### src/rtl/ps2_keymatrix_if.sv
// Bundles the PS/2 line and the keyboard-matrix side of ps2_keymatrix.
// master: keyboard/CPU side that drives the lines; slave: the decoder.
`timescale 1ns/1ps
interface ps2_keymatrix_if;
    logic       ps2_clk;
    logic       ps2_dat;
    logic [7:0] rows;
    logic [4:0] cols;
    logic [7:0] scancode;
    logic       scancode_valid;
    logic       frame_err;

    modport master (
        output ps2_clk, ps2_dat, rows,
        input  cols, scancode, scancode_valid, frame_err
    );

    modport slave (
        input  ps2_clk, ps2_dat, rows,
        output cols, scancode, scancode_valid, frame_err
    );
endinterface

### src/rtl/ps2_keymatrix.sv
// PS/2 keyboard receiver that maintains an 8x5 Spectrum-style key matrix.
// Optional PS2_PARITY_CHECK_EN: reject frames whose parity bit is wrong.
//   state     | meaning
//   ST_IDLE   | waiting for a start bit (data=0 on a strobe)
//   ST_DATA   | shifting in 8 data bits, LSB first
//   ST_PARITY | sampling the parity bit
//   ST_STOP   | stop bit decides accept or frame error
`timescale 1ns/1ps
module ps2_keymatrix (
    input  logic          clk14,
    input  logic          reset,
    ps2_keymatrix_if.slave kb
);
    localparam logic [1:0]  ST_IDLE   = 2'd0;
    localparam logic [1:0]  ST_DATA   = 2'd1;
    localparam logic [1:0]  ST_PARITY = 2'd2;
    localparam logic [1:0]  ST_STOP   = 2'd3;
    localparam logic [13:0] TMO_RELOAD = 14'd13999;
    localparam logic [2:0]  FLT_RELOAD = 3'd7;

    logic       clk_s1_q, clk_s2_q, dat_s1_q, dat_s2_q;
    logic       filt_q, filt_d;
    logic [2:0] flt_cnt_q, flt_cnt_d;
    logic       strobe;

    logic [1:0]  state_q, state_d;
    logic [2:0]  bit_cnt_q, bit_cnt_d;
    logic [7:0]  shift_q, shift_d;
    logic        par_q, par_d;
    logic        perr_q, perr_d;
    logic [13:0] tmo_q, tmo_d;
    logic        valid_q, valid_d;
    logic        ferr_q, ferr_d;
    logic [7:0]  scancode_q, scancode_d;
    logic        accept;

    logic             ext_q, ext_d, brk_q, brk_d;
    logic [7:0][4:0]  key_q, key_d;
    logic [6:0]       map;
    logic [4:0]       cols_w;

    // {hit, row, col} for each mapped make code
    function automatic logic [6:0] key_map(input logic [7:0] code);
        logic [6:0] m;
        m = 7'd0;
        case (code)
            8'h12: m = {1'b1, 3'd0, 3'd0};  8'h1A: m = {1'b1, 3'd0, 3'd1};
            8'h22: m = {1'b1, 3'd0, 3'd2};  8'h21: m = {1'b1, 3'd0, 3'd3};
            8'h2A: m = {1'b1, 3'd0, 3'd4};
            8'h1C: m = {1'b1, 3'd1, 3'd0};  8'h1B: m = {1'b1, 3'd1, 3'd1};
            8'h23: m = {1'b1, 3'd1, 3'd2};  8'h2B: m = {1'b1, 3'd1, 3'd3};
            8'h34: m = {1'b1, 3'd1, 3'd4};
            8'h15: m = {1'b1, 3'd2, 3'd0};  8'h1D: m = {1'b1, 3'd2, 3'd1};
            8'h24: m = {1'b1, 3'd2, 3'd2};  8'h2D: m = {1'b1, 3'd2, 3'd3};
            8'h2C: m = {1'b1, 3'd2, 3'd4};
            8'h16: m = {1'b1, 3'd3, 3'd0};  8'h1E: m = {1'b1, 3'd3, 3'd1};
            8'h26: m = {1'b1, 3'd3, 3'd2};  8'h25: m = {1'b1, 3'd3, 3'd3};
            8'h2E: m = {1'b1, 3'd3, 3'd4};
            8'h45: m = {1'b1, 3'd4, 3'd0};  8'h46: m = {1'b1, 3'd4, 3'd1};
            8'h3E: m = {1'b1, 3'd4, 3'd2};  8'h3D: m = {1'b1, 3'd4, 3'd3};
            8'h36: m = {1'b1, 3'd4, 3'd4};
            8'h4D: m = {1'b1, 3'd5, 3'd0};  8'h44: m = {1'b1, 3'd5, 3'd1};
            8'h43: m = {1'b1, 3'd5, 3'd2};  8'h3C: m = {1'b1, 3'd5, 3'd3};
            8'h35: m = {1'b1, 3'd5, 3'd4};
            8'h5A: m = {1'b1, 3'd6, 3'd0};  8'h4B: m = {1'b1, 3'd6, 3'd1};
            8'h42: m = {1'b1, 3'd6, 3'd2};  8'h3B: m = {1'b1, 3'd6, 3'd3};
            8'h33: m = {1'b1, 3'd6, 3'd4};
            8'h29: m = {1'b1, 3'd7, 3'd0};  8'h14: m = {1'b1, 3'd7, 3'd1};
            8'h3A: m = {1'b1, 3'd7, 3'd2};  8'h31: m = {1'b1, 3'd7, 3'd3};
            8'h32: m = {1'b1, 3'd7, 3'd4};
            default: m = 7'd0;
        endcase
        return m;
    endfunction

    // Filtered clock flips on the 8th consecutive sample that disagrees with it
    always_comb begin
        filt_d    = filt_q;
        flt_cnt_d = FLT_RELOAD;
        strobe    = 1'b0;
        if (clk_s2_q != filt_q) begin
            if (flt_cnt_q == 3'd0) begin
                filt_d = clk_s2_q;
                strobe = filt_q;
            end else begin
                flt_cnt_d = flt_cnt_q - 3'd1;
            end
        end
    end

    always_comb begin
        state_d    = state_q;
        bit_cnt_d  = bit_cnt_q;
        shift_d    = shift_q;
        par_d      = par_q;
        perr_d     = perr_q;
        tmo_d      = tmo_q;
        valid_d    = 1'b0;
        ferr_d     = 1'b0;
        scancode_d = scancode_q;
        accept     = 1'b0;
        if (strobe) begin
            tmo_d = TMO_RELOAD;
            case (state_q)
                ST_IDLE: begin
                    if (!dat_s2_q) begin
                        state_d   = ST_DATA;
                        bit_cnt_d = 3'd0;
                        par_d     = 1'b0;
                        perr_d    = 1'b0;
                    end
                end
                ST_DATA: begin
                    shift_d = {dat_s2_q, shift_q[7:1]};
                    par_d   = par_q ^ dat_s2_q;
                    if (bit_cnt_q == 3'd7) state_d = ST_PARITY;
                    else                   bit_cnt_d = bit_cnt_q + 3'd1;
                end
                ST_PARITY: begin
`ifdef PS2_PARITY_CHECK_EN
                    perr_d = ~(par_q ^ dat_s2_q);
`endif
                    state_d = ST_STOP;
                end
                default: begin
                    state_d = ST_IDLE;
                    if (dat_s2_q && !perr_q) begin
                        accept     = 1'b1;
                        valid_d    = 1'b1;
                        scancode_d = shift_q;
                    end else begin
                        ferr_d = 1'b1;
                    end
                end
            endcase
        end else if (state_q != ST_IDLE) begin
            if (tmo_q == 14'd0) state_d = ST_IDLE;
            else                tmo_d   = tmo_q - 14'd1;
        end else begin
            tmo_d = TMO_RELOAD;
        end
    end

    assign map = key_map(shift_q);

    always_comb begin
        key_d = key_q;
        ext_d = ext_q;
        brk_d = brk_q;
        if (accept) begin
            if (shift_q == 8'hE0) begin
                ext_d = 1'b1;
            end else if (shift_q == 8'hF0) begin
                brk_d = 1'b1;
            end else begin
                if (shift_q == 8'hAA)
                    key_d = '0;
                else if (!ext_q && map[6])
                    key_d[map[5:3]][map[2:0]] = ~brk_q;
                ext_d = 1'b0;
                brk_d = 1'b0;
            end
        end
    end

    // Row selects are wired-AND onto the shared column lines
    always_comb begin
        cols_w = 5'b11111;
        for (int n = 0; n < 8; n++)
            for (int k = 0; k < 5; k++)
                if (!kb.rows[n] && key_q[n][k]) cols_w[k] = 1'b0;
    end

    always_ff @(posedge clk14 or posedge reset) begin
        if (reset) begin
            clk_s1_q   <= 1'b1;
            clk_s2_q   <= 1'b1;
            dat_s1_q   <= 1'b1;
            dat_s2_q   <= 1'b1;
            filt_q     <= 1'b1;
            flt_cnt_q  <= FLT_RELOAD;
            state_q    <= ST_IDLE;
            bit_cnt_q  <= 3'd0;
            shift_q    <= 8'h00;
            par_q      <= 1'b0;
            perr_q     <= 1'b0;
            tmo_q      <= TMO_RELOAD;
            valid_q    <= 1'b0;
            ferr_q     <= 1'b0;
            scancode_q <= 8'h00;
            ext_q      <= 1'b0;
            brk_q      <= 1'b0;
            key_q      <= '0;
        end else begin
            clk_s1_q   <= kb.ps2_clk;
            clk_s2_q   <= clk_s1_q;
            dat_s1_q   <= kb.ps2_dat;
            dat_s2_q   <= dat_s1_q;
            filt_q     <= filt_d;
            flt_cnt_q  <= flt_cnt_d;
            state_q    <= state_d;
            bit_cnt_q  <= bit_cnt_d;
            shift_q    <= shift_d;
            par_q      <= par_d;
            perr_q     <= perr_d;
            tmo_q      <= tmo_d;
            valid_q    <= valid_d;
            ferr_q     <= ferr_d;
            scancode_q <= scancode_d;
            ext_q      <= ext_d;
            brk_q      <= brk_d;
            key_q      <= key_d;
        end
    end

    assign kb.cols           = cols_w;
    assign kb.scancode       = scancode_q;
    assign kb.scancode_valid = valid_q;
    assign kb.frame_err      = ferr_q;
endmodule

### src/flat_wrapper.sv
// flat-port wrapper written by rule: the top's interface ports become plain ports
module ps2_keymatrix_flat 
  (clk14, reset, kb_ps2_clk, kb_ps2_dat, kb_rows, kb_cols, kb_scancode, kb_scancode_valid, kb_frame_err);
  ps2_keymatrix_if kb_i ();
  input  logic clk14;
  input  logic reset;
  input wire logic [$bits(kb_i.ps2_clk)-1:0] kb_ps2_clk;
  input wire logic [$bits(kb_i.ps2_dat)-1:0] kb_ps2_dat;
  input wire logic [$bits(kb_i.rows)-1:0] kb_rows;
  output wire logic [$bits(kb_i.cols)-1:0] kb_cols;
  output wire logic [$bits(kb_i.scancode)-1:0] kb_scancode;
  output wire logic [$bits(kb_i.scancode_valid)-1:0] kb_scancode_valid;
  output wire logic [$bits(kb_i.frame_err)-1:0] kb_frame_err;
  assign kb_i.ps2_clk = kb_ps2_clk;
  assign kb_i.ps2_dat = kb_ps2_dat;
  assign kb_i.rows = kb_rows;
  assign kb_cols = kb_i.cols;
  assign kb_scancode = kb_i.scancode;
  assign kb_scancode_valid = kb_i.scancode_valid;
  assign kb_frame_err = kb_i.frame_err;
  ps2_keymatrix u_core (.clk14(clk14), .reset(reset), .kb(kb_i));
endmodule
### config.mk
export PLATFORM = sky130hd
export DESIGN_NAME = ps2_keymatrix_flat
export DESIGN_NICKNAME = d
export VERILOG_FILES = /design/src/rtl/ps2_keymatrix_if.sv /design/src/rtl/ps2_keymatrix.sv /design/src/flat_wrapper.sv
export SDC_FILE = /design/constraint.sdc
export NUM_CORES = 1
export LEC_CHECK = 0
export ABC_AREA = 1
export BUFFER_PORTS_ARGS = -buffer_cell sky130_fd_sc_hd__buf_2
export CORE_ASPECT_RATIO = 0.75
export CORE_MARGIN = 3
export CORE_UTILIZATION = 37
export DETAILED_ROUTE_END_ITERATION = 6
export GPL_ROUTABILITY_DRIVEN = 1
export GPL_TIMING_DRIVEN = 0
export PLACE_DENSITY = 0.56
export SYNTH_ARGS = -nofsm -noshare
export SYNTH_HDL_FRONTEND = slang
export SYNTH_SLANG_ARGS = --single-unit
### constraint.sdc
create_clock -name clk14 -period 2.8 [get_ports clk14]
set_clock_uncertainty 0.15 [all_clocks]
set_input_delay 0.28 -clock clk14 [delete_from_list [all_inputs] [get_ports clk14]]
set_output_delay 0.28 -clock clk14 [all_outputs]
set_load 0.05 [all_outputs]
-- Word level (Yosys, flattened, before mapping)
Memory sizes are Yosys's and may differ from the RTL's.
Index checks and enable logic that the tools add are counted.
- memories: 1
- word-level logic and storage cells: 190
- output and inout port bits: 15
- register bits after elaboration: 87
- ROM bits: 896
- reduce and logical (&&, ||, !) cells: 69
- equal/unequal tests: 13
- bitwise operators: 4
- add/sub/neg operators: 3
- muxes and demuxes: 73
- order comparisons: 4
- memory list (memory ; depth ; bits a word ; read ports ; clocked after Yosys merged registers in ; wr ports ; RTL line ; RTL):
    (no name shown) ; 128 ; 7 ; 1 ; 0 ; 0 ; ps2_keymatrix.sv:46 ; case (code)
- operators with widths (cell ; number):
    $mux W40 ; 2
    $mux W1 ; 52
    $logic_and A1 B1 Y1 ; 43
    $mux W14 ; 3
    $bwmux W40 ; 1
    $eq A8 B8 Y1 const B ; 3
    $demux W5 S3 ; 1
    $logic_not A14 Y1 ; 1
    $sub A14 B1 Y14 const B ; 1
    $mux W3 ; 4
    $reduce_and A4 Y1 ; 3
    $mux W2 ; 5
    $reduce_bool A2 Y1 ; 5
    $logic_not A1 Y1 ; 9
    $lt A3 B4 Y1 const B ; 2
    $reduce_and A2 Y1 ; 4
    $mux W7 ; 1
    $ge A3 B1 Y1 const B ; 2
    $ne A3 B3 Y1 const B ; 2
    $pmux W2 S3 ; 1
    $pmux W3 S2 ; 1
    $mux W5 ; 1
    $ne A2 B2 Y1 const B ; 2
    $not A1 Y1 ; 4
    13 further kinds ; 13

-- Logic depth before layout (Yosys ltp)
An unclocked memory read counts as a cell.
- word-level depth: 11
- depth in mapped cells: 19
- mapped depth without buffers: 18

-- Least setup slack after synthesis
Ideal clock, no wire load.
- path kind: reg-to-output
- start: register u_core.key_q[22] (netlist bit)
- end: output port kb_cols[2]
- path buffers: 0
- arrival: 2.957 ns
- setup slack: -0.587 ns
- cell stages (with the launch flop): 3
- cells stage by stage: dfrtp_1 > a22o_1 > a2111oi_0
- cells in the longest elaborated chain, start to end: 5
- RTL lines (element ; RTL line ; RTL):
    from (decl) ; ps2_keymatrix.sv:38 ; logic [7:0][4:0] key_q, key_d;
    from (signal assigned) ; ps2_keymatrix.sv:212 ; key_q <= key_d;
    $logic_and A1 B1 Y1 ; ps2_keymatrix.sv:171 ; if (!kb.rows[n] && key_q[n][k]) cols_w[k] = 1'b0;
    $mux W1 (4 in a row) ; ps2_keymatrix.sv:171 ;
    to (decl) ; flat_wrapper.sv:10 ; output wire logic [$bits(kb_i.cols)-1:0] kb_cols;
No other way between the ends.

-- Worst setup path after layout
- start: register u_core.key_q[0] (netlist bit)
- end: output port kb_cols[0]
- cells in the longest elaborated chain, start to end: 9
- RTL lines (element ; RTL line):
    $logic_and A1 B1 Y1 ; ps2_keymatrix.sv:171
    $mux W1 (8 in a row) ; ps2_keymatrix.sv:171
No other way between the ends.

==> out/metrics.csv <==
metric;value;unit
status;complete, no violations;
Worst path top cell family by delay;compound AO/OA/AOI/OAI gates;
Area after DPL;0.005924;mm²
fin nets;859;
Final Core Density;44.22;%
DR iter-0 viols;455;
Initial Utilization;38.94;%
Final ANT Viol Nets;0;
met2 wire len;6281;µm
Antenna Cells;0;
cell area after synthesis;0.005517;mm²
WP data arrival;2.18;ns
Synth cell types;45;
Yosys reg bits;87;
Synth area leader;dfrtp_1;
final setup violating endpoints;0;
met3 WL post-DR;764;µm
syn nets;817;
TritonCTS buffer count;9;
fin. max-slew vios;0;
Final Cell Area;0.006265;mm²
WP buf/inv;2;
largest net degree at the start of global routing;60;
Syn. warnings;0;
vias in the first global route;4840;
Worst-Margin Slew;0.6393;ns
DRT Pass-1 Iters;5;
CP peak stage delay;0.52;ns
min Tclk post-route;2.609;ns
synth top area cells;dfrtp_1 (31%), nand2_1 (23%), dfstp_2 (8.6%);
DRC Markers;0;
Core ar.;0.01417;mm²
DIE HEIGHT;111.7;µm
I/O pin cnt;27;
fillers;1462;
most used cell, CP;a221oi_1;
Multi-input gate area;0.002785;mm²
Top FF cell, synth;dfrtp_1;
FP Rows;37;
root buf cell;clkbuf_16;
power per cell area;409.1;mW/mm²
post-DP HPWL;10690;µm
Cell Chain, Critical Path;inv_1 > nor2_1 > a221oi_1 > o2111ai_1 > a221oi_1 > buf_2;
Vias/cell;4.950;
initial antenna violation count;0;
routed len/inst;14.20;µm
Post-synth EDFFs;0;
Startpoint Class;register;
via count;5103;
ys async rst share;100.0;%
Peak supply drop;264.8;µV
Die X-Extent;147.0;µm
port bufs;26;
CP Capture Type;output port;
htree depth;3;
Cells after Synth;789;
most common cell in the netlist;nand2_1;
static leakage;3.476;nW
worst skew pair latency;0.34;ns
area grow syn2layout;13.56;%
first-pass GRT wire length;24860;µm
CP required;2.37;ns
layout cell share with drive strength beyond 1;16.15;%
CP Max Fanout;2;
routed wire length;14640;µm
CP max-delay cell;a221oi_1;
share of the synthesized area in the top cell type;31.30;%
fmax;383.3;MHz
Slew headroom;57.38;%
clk buf depth;2;
Final Power;0.002563;W
DIE AREA;0.01643;mm²
endpoints failing hold;0;
Final period util;93.18;%
GPL Wtd Cong;0.9036;
Global Route Usage Sum;18.56;%
sequential area share after synthesis;39.87;%
critical path class;register to output port;
syn_area_per_cell;6.992;µm²
synth cell count leaders;nand2_1 (331), inv_1 (89), dfrtp_1 (69);
sequential cell area;0.002202;mm²
clock slew at reported path FFs;0.06;ns
unrepaired setup endpoints after global routing;yes;
Hold Crit Class;register to register;
Clock Sink Count;87;
M1 wire length;7468;µm
CTS tree;done;
Max Cap Violations;0;
total grt overflow;0;
uppermost routed layer;met4;
## cells in the final DEF, fill, tap and decap left out, drive strengths merged, types with 4 or more instances in the layout
cell type	synthesis	routed
clkbuf	5	18
nand2	347	347
dfstp	18	18
a21oi	16	16
inv	103	103
nor3	9	9
o211ai	4	4
nor2	52	52
dfrtp	69	69
ha	16	16
nand3	68	68
o21ai	38	38
buf	17	45
## cell families after synthesis
logic type	synth area share, %
flip-flops	39.87
AO/OA/AOI/OAI	8.574
XOR/XNOR	0.4764
buffers and inverters	10.12
AND/OR/NAND/NOR	37.33
adder cells (fa/ha/maj)	3.629
## worst paths after layout
check | start | end | slack (ns) | depth (start not counted)
worst max register to register | u_core.shift_q[1] | u_core.key_q[11] | 0.23 | 15
min in group asynchronous | reset | u_core.bit_cnt_q[1] | 0.32 | 3
worst min-delay path | u_core.clk_s1_q | u_core.clk_s2_q | 0.21 | 0
worst min register to register | u_core.clk_s1_q | u_core.clk_s2_q | 0.21 | 0
max in group asynchronous | reset | u_core.tmo_q[5] | 1.51 | 4
worst max-delay path | u_core.key_q[0] | kb_cols[0] | 0.19 | 6
## report_power, final
| part | internal, W | switching [W] |
|---|---|---|
| clock | 0.000648 | 0.000495 |
| combinational | 0.0000365 | 0.0000702 |
| sequential | 0.00130 | 0.0000150 |
## through the flow
stage	std cells	worst slack (ns)	setup TNS, ns	hold slack [ns]
5_1_grt	1031	-0.009031	-0.009031	0.2093
4_1_cts	1030	0.07290	0	0.2066
6_report	1031	0.1909	0	0.2055
2_1_floorplan	789	0.08358	0	0.1345
3_5_place_dp	1011	-0.008971	-0.008971	0.1494
3_3_place_gp	1010	-1.030	-72.94	0.1970
## metal layers
metal  GRT usage [%]  vias up
li1                -     2549
met1           28.21     2426
met2           27.37      115
met3           3.784       13
met4           3.724        0
met5               0        -
## cell type report
| type | count | area share, % |
|---|---|---|
| Inverter | 104 | 6.311 |
| Clock buffer | 13 | 4.154 |
| Multi-Input combinational cell | 576 | 44.46 |
| Buffer | 22 | 2.636 |
| Clock inverter | 3 | 0.2796 |
| Timing Repair Buffer | 31 | 3.116 |
| Tap cell | 195 | 3.895 |
| Sequential cell | 87 | 35.15 |
## sequential cells by signal (all words and copies together) (netlist names)
register                  flops
u_core.dat_s2_q               1
u_core.clk_s2_q               1
u_core.kb.scancode_valid      1
u_core.ext_q                  1
u_core.key_q                 40
u_core.clk_s1_q               1
u_core.kb.frame_err           1
u_core.bit_cnt_q              3
u_core.filt_q                 1
u_core.brk_q                  1
u_core.state_q                2
u_core.dat_s1_q               1
u_core.kb.scancode            8
u_core.flt_cnt_q              3
u_core.shift_q                8
u_core.tmo_q                 14
## what timing repair did
item / in CTS / in global routing
pin swaps: 0 / 1
buffers inserted: 0 / 1
hold buffers: 3 / 0
gates resized for setup: 1 / 7
endpoints found under the hold margin: 23 / 0
gates cloned: 0 / 0
endpoints found under the setup margin: 1 / 40
(Power assumes the default switching activity.)
